--- config.mk ---
export PLATFORM = sky130hd
export DESIGN_NAME = row_clear_engine_flat
export DESIGN_NICKNAME = d
export VERILOG_FILES = /design/src/rtl/row_clear_engine_pkg.sv /design/src/rtl/row_clear_engine_if.sv /design/src/rtl/row_clear_engine_row_full_detect.sv /design/src/rtl/row_clear_engine.sv /design/src/flat_wrapper.sv
export SDC_FILE = /design/constraint.sdc
export NUM_CORES = 1
export LEC_CHECK = 0
export BUFFER_PORTS_ARGS = -buffer_cell sky130_fd_sc_hd__buf_2
export CAP_MARGIN = 20
export CORE_ASPECT_RATIO = 0.6
export CORE_MARGIN = 2
export CORE_UTILIZATION = 40
export DETAILED_ROUTE_END_ITERATION = 7
export HOLD_SLACK_MARGIN = 0.02
export PLACE_DENSITY = 0.66
export SLEW_MARGIN = 15
export SYNTH_ARGS = -nofsm -noshare
export SYNTH_HDL_FRONTEND = slang
export SYNTH_SLANG_ARGS = --single-unit
--- constraint.sdc ---
create_clock -name clk -period 6 [get_ports clk]
set_input_delay 1.2 -clock clk [delete_from_list [all_inputs] [get_ports clk]]
set_output_delay 1.2 -clock clk [all_outputs]
set_load 0.05 [all_outputs]
--- src/rtl/row_clear_engine_pkg.sv ---
// Shared definitions for the row-clear engine and its neighbours.
// Holds the default board geometry, the width derivations used for row
// indices and cleared-row counts, the FSM state encoding and the row-slice
// macro. Keeping these here makes the board, render and scoring blocks agree
// on layout.
// Row r of a flattened board occupies bits [r*BOARD_W +: BOARD_W].
// Row 0 is the top row and row BOARD_H-1 is the bottom row.

`ifndef ROW_CLEAR_ENGINE_PKG_SV
`define ROW_CLEAR_ENGINE_PKG_SV

`define RCE_ROW(bus, r, w) bus[(r)*(w) +: (w)]

package row_clear_engine_pkg;

   localparam int BOARD_W_DEF    = 10;
   localparam int BOARD_H_DEF    = 20;
   localparam int TOTAL_BITS_DEF = 16;

   typedef enum logic [1:0] {
      ST_IDLE  = 2'd0,
      ST_SCAN  = 2'd1,
      ST_SHIFT = 2'd2,
      ST_DONE  = 2'd3
   } rce_state_e;

   // Width of a row index. Clamped to 1 so a single-row board still
   // gets a legal vector.
   function automatic int rce_y_bits(input int h);
      return (h > 1) ? $clog2(h) : 1;
   endfunction

   // Width able to hold 0..h inclusive.
   function automatic int rce_cnt_bits(input int h);
      return $clog2(h + 1);
   endfunction

endpackage

`endif

--- src/rtl/row_clear_engine_if.sv ---
// Transaction interface of the row-clear engine.
// The master side (piece-lock logic) drives pause, start, clear_total and
// board_in. The slave side (the engine) returns busy, done, board_out,
// rows_cleared, lines_total and scan_row.
// clk and rst_n are not part of the bundle; they stay plain module ports.

interface row_clear_engine_if
   import row_clear_engine_pkg::*;
#(
   parameter int BOARD_W    = BOARD_W_DEF,
   parameter int BOARD_H    = BOARD_H_DEF,
   parameter int Y_BITS     = rce_y_bits(BOARD_H),
   parameter int CNT_BITS   = rce_cnt_bits(BOARD_H),
   parameter int TOTAL_BITS = TOTAL_BITS_DEF
);

   logic                         pause;
   logic                         start;
   logic                         clear_total;
   logic [BOARD_W*BOARD_H-1:0]   board_in;
   logic                         busy;
   logic                         done;
   logic [BOARD_W*BOARD_H-1:0]   board_out;
   logic [CNT_BITS-1:0]          rows_cleared;
   logic [TOTAL_BITS-1:0]        lines_total;
   logic [Y_BITS-1:0]            scan_row;

   modport master (
      output pause, start, clear_total, board_in,
      input  busy, done, board_out, rows_cleared, lines_total, scan_row
   );

   modport slave (
      input  pause, start, clear_total, board_in,
      output busy, done, board_out, rows_cleared, lines_total, scan_row
   );

endinterface

--- src/rtl/row_clear_engine_row_full_detect.sv ---
// row_full_detect: combinational test of whether one row of a flattened
// board is completely filled.
// Ports:
//   board_i   - flattened board, row r at [r*BOARD_W +: BOARD_W]
//   row_sel_i - row index to examine (must be < BOARD_H)
//   full_o    - AND of all BOARD_W cells of the selected row

module row_full_detect
   import row_clear_engine_pkg::*;
#(
   parameter int BOARD_W = BOARD_W_DEF,
   parameter int BOARD_H = BOARD_H_DEF,
   parameter int Y_BITS  = rce_y_bits(BOARD_H)
) (
   input  logic [BOARD_W*BOARD_H-1:0] board_i,
   input  logic [Y_BITS-1:0]          row_sel_i,
   output logic                       full_o
);

   logic [BOARD_W-1:0] row_sel_bits;

   // Explicit per-row mux keeps every slice in range for any select value.
   always_comb begin
      row_sel_bits = '0;
      for (int r = 0; r < BOARD_H; r++) begin
         if (row_sel_i == Y_BITS'(r)) begin
            row_sel_bits = `RCE_ROW(board_i, r, BOARD_W);
         end
      end
   end

   assign full_o = &row_sel_bits;

endmodule

--- src/rtl/row_clear_engine.sv ---
// row_clear_engine: start/done line-clear engine for the playfield.
// On an accepted start the placed-block bitmap is snapshot into a private
// buffer and scanned bottom-up one row per cycle. A full row is removed by
// shifting everything above it down one row and inserting an empty row at
// the top. When the scan passes row 0 the compacted board and the number of
// removed rows are published with a one-cycle done pulse, and the running
// line total is bumped with saturation.
// Ports:
//   clk   - system clock
//   rst_n - asynchronous active-low reset; abandons any pass in flight
//   bus   - slave modport of row_clear_engine_if:
//           pause (freeze everything), start, clear_total, board_in,
//           busy, done, board_out, rows_cleared, lines_total, scan_row

module row_clear_engine
   import row_clear_engine_pkg::*;
#(
   parameter int BOARD_W    = BOARD_W_DEF,
   parameter int BOARD_H    = BOARD_H_DEF,
   parameter int Y_BITS     = rce_y_bits(BOARD_H),
   parameter int CNT_BITS   = rce_cnt_bits(BOARD_H),
   parameter int TOTAL_BITS = TOTAL_BITS_DEF
) (
   input  logic            clk,
   input  logic            rst_n,
   row_clear_engine_if.slave bus
);

   localparam int                NCELLS  = BOARD_W * BOARD_H;
   localparam logic [Y_BITS-1:0] ROW_BOT = Y_BITS'(BOARD_H - 1);

   rce_state_e              state_q, state_d;
   logic [NCELLS-1:0]       buf_q, buf_d;
   logic [CNT_BITS-1:0]     cnt_q, cnt_d;
   logic [Y_BITS-1:0]       row_q, row_d;
   logic [NCELLS-1:0]       board_out_q, board_out_d;
   logic [CNT_BITS-1:0]     rows_q, rows_d;
   logic [TOTAL_BITS-1:0]   total_q, total_d;

   logic [Y_BITS-1:0]       det_sel;
   logic                    det_full;
   logic                    shift_in_full;

   // Drop rows 0..at-1 down by one (row at is overwritten, row 0 becomes
   // empty); rows below 'at' are untouched.
   function automatic logic [NCELLS-1:0] shift_down(
      input logic [NCELLS-1:0] b,
      input logic [Y_BITS-1:0] at
   );
      logic [NCELLS-1:0] s;
      s = b;
      `RCE_ROW(s, 0, BOARD_W) = '0;
      for (int r = 1; r < BOARD_H; r++) begin
         if (Y_BITS'(r) <= at) begin
            `RCE_ROW(s, r, BOARD_W) = `RCE_ROW(b, r - 1, BOARD_W);
         end
      end
      return s;
   endfunction

   function automatic logic [TOTAL_BITS-1:0] sat_add(
      input logic [TOTAL_BITS-1:0] t,
      input logic [CNT_BITS-1:0]   c
   );
      logic [TOTAL_BITS:0] s;
      s = {1'b0, t} + (TOTAL_BITS + 1)'(c);
      return s[TOTAL_BITS] ? '1 : s[TOTAL_BITS-1:0];
   endfunction

   // In SCAN the detector looks at the current row. In SHIFT it looks at
   // the row directly above, i.e. the one that is about to drop into
   // scan_row, so the re-check of the dropped row happens inside the SHIFT
   // cycle and a cleared row costs only one extra cycle.
   assign det_sel = (state_q == ST_SHIFT) ? (row_q - Y_BITS'(1)) : row_q;

   row_full_detect #(
      .BOARD_W (BOARD_W),
      .BOARD_H (BOARD_H),
      .Y_BITS  (Y_BITS)
   ) u_row_full_detect (
      .board_i   (buf_q),
      .row_sel_i (det_sel),
      .full_o    (det_full)
   );

   // At row 0 the row dropping in is the inserted empty row.
   assign shift_in_full = det_full && (row_q != '0);

   always_comb begin
      state_d     = state_q;
      buf_d       = buf_q;
      cnt_d       = cnt_q;
      row_d       = row_q;
      board_out_d = board_out_q;
      rows_d      = rows_q;
      total_d     = total_q;

      if (!bus.pause) begin
         unique case (state_q)
            ST_IDLE: begin
               if (bus.start) begin
                  buf_d   = bus.board_in;
                  row_d   = ROW_BOT;
                  cnt_d   = '0;
                  state_d = ST_SCAN;
               end
            end
            ST_SCAN: begin
               if (det_full) begin
                  state_d = ST_SHIFT;
               end else if (row_q != '0) begin
                  row_d = row_q - Y_BITS'(1);
               end else begin
                  // Publish on entry so the results are valid while done is high.
                  state_d     = ST_DONE;
                  board_out_d = buf_q;
                  rows_d      = cnt_q;
               end
            end
            ST_SHIFT: begin
               buf_d = shift_down(buf_q, row_q);
               cnt_d = cnt_q + CNT_BITS'(1);
               if (shift_in_full) begin
                  state_d = ST_SHIFT;
               end else if (row_q != '0) begin
                  state_d = ST_SCAN;
                  row_d   = row_q - Y_BITS'(1);
               end else begin
                  state_d     = ST_DONE;
                  board_out_d = buf_d;
                  rows_d      = cnt_d;
               end
            end
            ST_DONE: begin
               total_d = sat_add(total_q, rows_q);
               state_d = ST_IDLE;
            end
            default: state_d = ST_IDLE;
         endcase

         if (bus.clear_total) begin
            total_d = '0;
         end
      end
   end

   always_ff @(posedge clk or negedge rst_n) begin
      if (!rst_n) begin
         state_q     <= ST_IDLE;
         buf_q       <= '0;
         cnt_q       <= '0;
         row_q       <= ROW_BOT;
         board_out_q <= '0;
         rows_q      <= '0;
         total_q     <= '0;
      end else begin
         state_q     <= state_d;
         buf_q       <= buf_d;
         cnt_q       <= cnt_d;
         row_q       <= row_d;
         board_out_q <= board_out_d;
         rows_q      <= rows_d;
         total_q     <= total_d;
      end
   end

   assign bus.busy         = (state_q == ST_SCAN) || (state_q == ST_SHIFT);
   assign bus.done         = (state_q == ST_DONE);
   assign bus.board_out    = board_out_q;
   assign bus.rows_cleared = rows_q;
   assign bus.lines_total  = total_q;
   assign bus.scan_row     = row_q;

endmodule

--- src/flat_wrapper.sv ---
// flat-port wrapper written by rule: the top's interface ports become plain ports
module row_clear_engine_flat import row_clear_engine_pkg::*;
#(
   parameter int BOARD_W    = BOARD_W_DEF,
   parameter int BOARD_H    = BOARD_H_DEF,
   parameter int Y_BITS     = rce_y_bits(BOARD_H),
   parameter int CNT_BITS   = rce_cnt_bits(BOARD_H),
   parameter int TOTAL_BITS = TOTAL_BITS_DEF
)
  (clk, rst_n, bus_pause, bus_start, bus_clear_total, bus_board_in, bus_busy, bus_done, bus_board_out, bus_rows_cleared, bus_lines_total, bus_scan_row);
  row_clear_engine_if #(.BOARD_W(BOARD_W), .BOARD_H(BOARD_H), .Y_BITS(Y_BITS), .CNT_BITS(CNT_BITS), .TOTAL_BITS(TOTAL_BITS)) bus_i ();
  input  logic clk;
  input  logic rst_n;
  input wire logic [$bits(bus_i.pause)-1:0] bus_pause;
  input wire logic [$bits(bus_i.start)-1:0] bus_start;
  input wire logic [$bits(bus_i.clear_total)-1:0] bus_clear_total;
  input wire logic [$bits(bus_i.board_in)-1:0] bus_board_in;
  output wire logic [$bits(bus_i.busy)-1:0] bus_busy;
  output wire logic [$bits(bus_i.done)-1:0] bus_done;
  output wire logic [$bits(bus_i.board_out)-1:0] bus_board_out;
  output wire logic [$bits(bus_i.rows_cleared)-1:0] bus_rows_cleared;
  output wire logic [$bits(bus_i.lines_total)-1:0] bus_lines_total;
  output wire logic [$bits(bus_i.scan_row)-1:0] bus_scan_row;
  assign bus_i.pause = bus_pause;
  assign bus_i.start = bus_start;
  assign bus_i.clear_total = bus_clear_total;
  assign bus_i.board_in = bus_board_in;
  assign bus_busy = bus_i.busy;
  assign bus_done = bus_i.done;
  assign bus_board_out = bus_i.board_out;
  assign bus_rows_cleared = bus_i.rows_cleared;
  assign bus_lines_total = bus_i.lines_total;
  assign bus_scan_row = bus_i.scan_row;
  row_clear_engine #(.BOARD_W(BOARD_W), .BOARD_H(BOARD_H), .Y_BITS(Y_BITS), .CNT_BITS(CNT_BITS), .TOTAL_BITS(TOTAL_BITS)) u_core (.clk(clk), .rst_n(rst_n), .bus(bus_i));
endmodule
==> results_dict.tcl <==
set metrics [dict create \
    multiInputGateArea_mm2 0.01190 \
    intPower_mw 9.432 \
    cp-start-kind "register" \
    num_io_pins 433 \
    ys_types 85 \
    r2r_slack_ns 0.23 \
    ff_latch_area_mm2 0.01084 \
    tns_ns 0 \
    firstDrtPassIters 6 \
    clock-sinks 433 \
    yosysWarnings 0 \
    rsz0062_at_grt "no" \
    syn_inst 2286 \
    fin_crit_ns 5.773 \
    power-per-cell-area_mw_per_mm2 681.5 \
    slew_viol_final 0 \
    nNetsFinal 2868 \
    core_area_mm2 0.05888 \
    power_frac_comb_pct 51.3 \
    grt_use_total_pct 28.38 \
    dp_hpwl_mm 65.78 \
    antenna_found_initial 6 \
    route.detailed.drc 0 \
    layout.cells.most_common_list "buf_2, dfrtp_1, o22ai_1" \
    worstSkewPairLatency_ns 0.59 \
    seqPwrFrac_pct 33.4 \
    synth_top_area_share_pct 45.34 \
    max_cap_viol_count 0 \
    slew_headroom_pct 30.56 \
    htree_levels 2 \
    hold_viol_final 0 \
    path_class "reg2reg" \
    cts_hold_buf 0 \
    fmax_ghz 0.1732 \
    syn_area_mm2 0.02373 \
    syn_avg_cell_area_um2 10.38 \
    gr-total-overflow 0 \
    cts.reportedPaths.clkPinSlew_ns 0.06 \
    post_cts_buffers 0 \
    final_common_cell "buf_2" \
    final_cells 3465 \
    ff2ff_path_depth 16 \
    crit_arrival_ns 6.23 \
    hold_path.class "reg2reg" \
    critPathLaunch "u_core.bus.scan_row[1]$_DFFE_PN1P_" \
    p_sw_mw 9.682 \
    clkPwrFrac_pct 15.3 \
    yosys.area.top_type "dfrtp_1" \
    status "finished, final reports clean" \
    finalClockSkew_ns 0.01956 \
    wl_per_cell_um 25.94 \
    vias_per_cell 6.398 \
    p_leak_nw 11.26 \
    setup_viol 0 \
    die_w_um 318.5 \
    drt_iter0_markers 2825 \
    setup.worst_path.end "u_core.bus.board_out[148]$_DFFE_PN0P_" \
    ys_dominant_reg_cell "dfrtp_1" \
    post-route-util_pct 47.64 \
    cts_buffer_depth 3 \
    area_growth_pct 18.18 \
    whs_ns 0.4817 \
    portBuffers 432 \
    synth.area.top_cells "dfrtp_1, mux2_2, o22ai_1" \
    dp_cells 3380 \
    synth_edf_count 0 \
    grt_max_degree 155 \
    grt_pass1_vias 21070 \
    cts_tree "yes" \
    endpoint_kind "register" \
    antenna_left 0 \
    synth-seq-area-share_pct 45.67 \
    r2r-end "u_core.bus.board_out[148]$_DFFE_PN0P_" \
    num_vias 22170 \
    tightest_slew_ns 1.039 \
    reg2reg_from "u_core.bus.scan_row[1]$_DFFE_PN1P_" \
    syn-num-nets 2508 \
    min_period_over_period_pct 96.22 \
    synth_async_sr_flop_share_pct 100.0 \
    rows 69 \
    power.total_mw 19.11 \
    ir_drop_mv 0.4258 \
    dieArea_mm2 0.06136 \
    place_congestion 0.9816 \
    layout-drive-gt1-share_pct 30.73 \
    start_util_pct 40.31 \
    crit_fanout 49 \
    p_sw_share_pct 50.65 \
    required_ns 6.46 \
    routed_wirelength_mm 89.87 \
    n_fill_cell 5544 \
    ys_ff_latch 433 \
    die_h_um 192.7 \
    cts-root-buf "clkbuf_16" \
    numCtsBuffers 44 \
    grt_pass1_wl_mm 133.6 \
]
## flip-flops by register name, summed over array words and instances, names as in the netlist
register,cells
u_core.state_q,2
u_core.buf_q,200
u_core.cnt_q,5
u_core.bus.rows_cleared,5
u_core.bus.lines_total,16
u_core.bus.board_out,200
u_core.bus.scan_row,5
## through the flow
| stage | area (um2) | setup slack, ns |
|---|---|---|
| floorplan | 23730 | 1.190 |
| global placement | 26490 | 0.3984 |
| detailed placement | 26500 | 0.3616 |
| CTS | 28030 | 0.3271 |
| global route | 28050 | 0.07219 |
| finish | 28050 | 0.2270 |
## cells by family after synthesis
logic type / count (synthesis) / synth area share [%]
XOR/XNOR: 12 / 0.5062
AND/OR/NAND/NOR: 360 / 7.065
buffers and inverters: 205 / 4.328
adder cells (fa/ha/maj): 17 / 0.9279
AO/OA/AOI/OAI: 873 / 23.24
multiplexers: 386 / 18.26
flip-flops: 433 / 45.67
## power by group through the flow
stage / sequential (mW) / combinational [mW] / clock (mW)
after floorplan: 7.87 / 5.04 / 0
after global placement: 6.25 / 9.55 / 0
after detailed placement: 6.33 / 9.68 / 0
after CTS: 6.28 / 9.75 / 2.97
after global routing: 6.52 / 10.4 / 3.10
final: 6.38 / 9.81 / 2.93
## cell type report
type	instances	area share [%]
diodes	3	0.02677
clock buffers	62	4.639
clock inverters	19	0.8208
inverters	34	0.4550
multi-input cells	1648	42.42
flip-flops and latches	433	38.64
well taps	781	3.484
repair buffers	485	9.511
## per-layer routing
| layer | track usage (%) | part of all wire (%) |
|---|---|---|
| met1 | 42.20 | 45 |
| met2 | 41.26 | 43 |
| met3 | 7.461 | 11 |
| met4 | 5.869 | 1.7 |
| met5 | 0 | 0.046 |
## cell usage after synthesis, drive strengths merged (5+ instances only)
library cell,number
o211ai,15
a22o,8
o32ai,6
a32oi,8
o31ai,7
and3,10
or2,8
nor3,30
o22a,10
o21ai,44
mux2,376
nor4,7
mux2i,10
o21bai,7
clkbuf,121
buf,50
a222oi,6
a221o,7
a221oi,7
dfrtp,430
or3,8
inv,34
o22ai,390
nand4,14
o21a,7
and2,7
ha,16
o221ai,6
a2111oi,6
a41o,5
o2bb2ai,5
nand3,48
a31o,6
nor2b,5
xnor2,8
a31oi,24
a21o,13
nand2b,10
a22oi,5
nor2,59
nand2,147
a21oi,250
## critical path, stage by stage, from the launching register on
cell and delay (ns):
dfstp_2 0.74, inv_1 0.19, ha_1 0.53, nand2_1 0.19, o21ai_2 0.20, buf_4 0.25, nor3_1 0.78, a32oi_1 0.19
a41oi_1 0.52, o21ai_0 0.31, a221oi_1 0.37, a41o_1 0.22, and4_1 0.27, a211oi_4 0.08, buf_4 0.20, buf_12 0.18
mux2_1 0.36
## timing repair
action | CTS | global route
gates resized for setup | 0 | 1
setup endpoints to repair | 0 | 6
hold endpoints to repair | 0 | 0
## worst min-delay path by stage
| stage | from | end | slack (ns) | cells after the start |
|---|---|---|---|---|
| 6_report | u_core.bus.board_out[168]$_DFFE_PN0P_ | u_core.bus.board_out[168]$_DFFE_PN0P_ | 0.48 | 1 |
| 5_1_grt | u_core.bus.board_out[123]$_DFFE_PN0P_ | u_core.bus.board_out[123]$_DFFE_PN0P_ | 0.50 | 1 |
| 4_1_cts | u_core.bus.board_out[168]$_DFFE_PN0P_ | u_core.bus.board_out[168]$_DFFE_PN0P_ | 0.49 | 1 |
| 3_5_place_dp | u_core.bus.board_out[168]$_DFFE_PN0P_ | u_core.bus.board_out[168]$_DFFE_PN0P_ | 0.47 | 1 |
| 3_3_place_gp | u_core.bus.board_out[176]$_DFFE_PN0P_ | u_core.bus.board_out[176]$_DFFE_PN0P_ | 0.46 | 1 |
| 2_1_floorplan | u_core.buf_q[190]$_DFFE_PN0P_ | u_core.buf_q[190]$_DFFE_PN0P_ | 0.47 | 2 |
No activity file was read; power rests on OpenSTA's default activity.
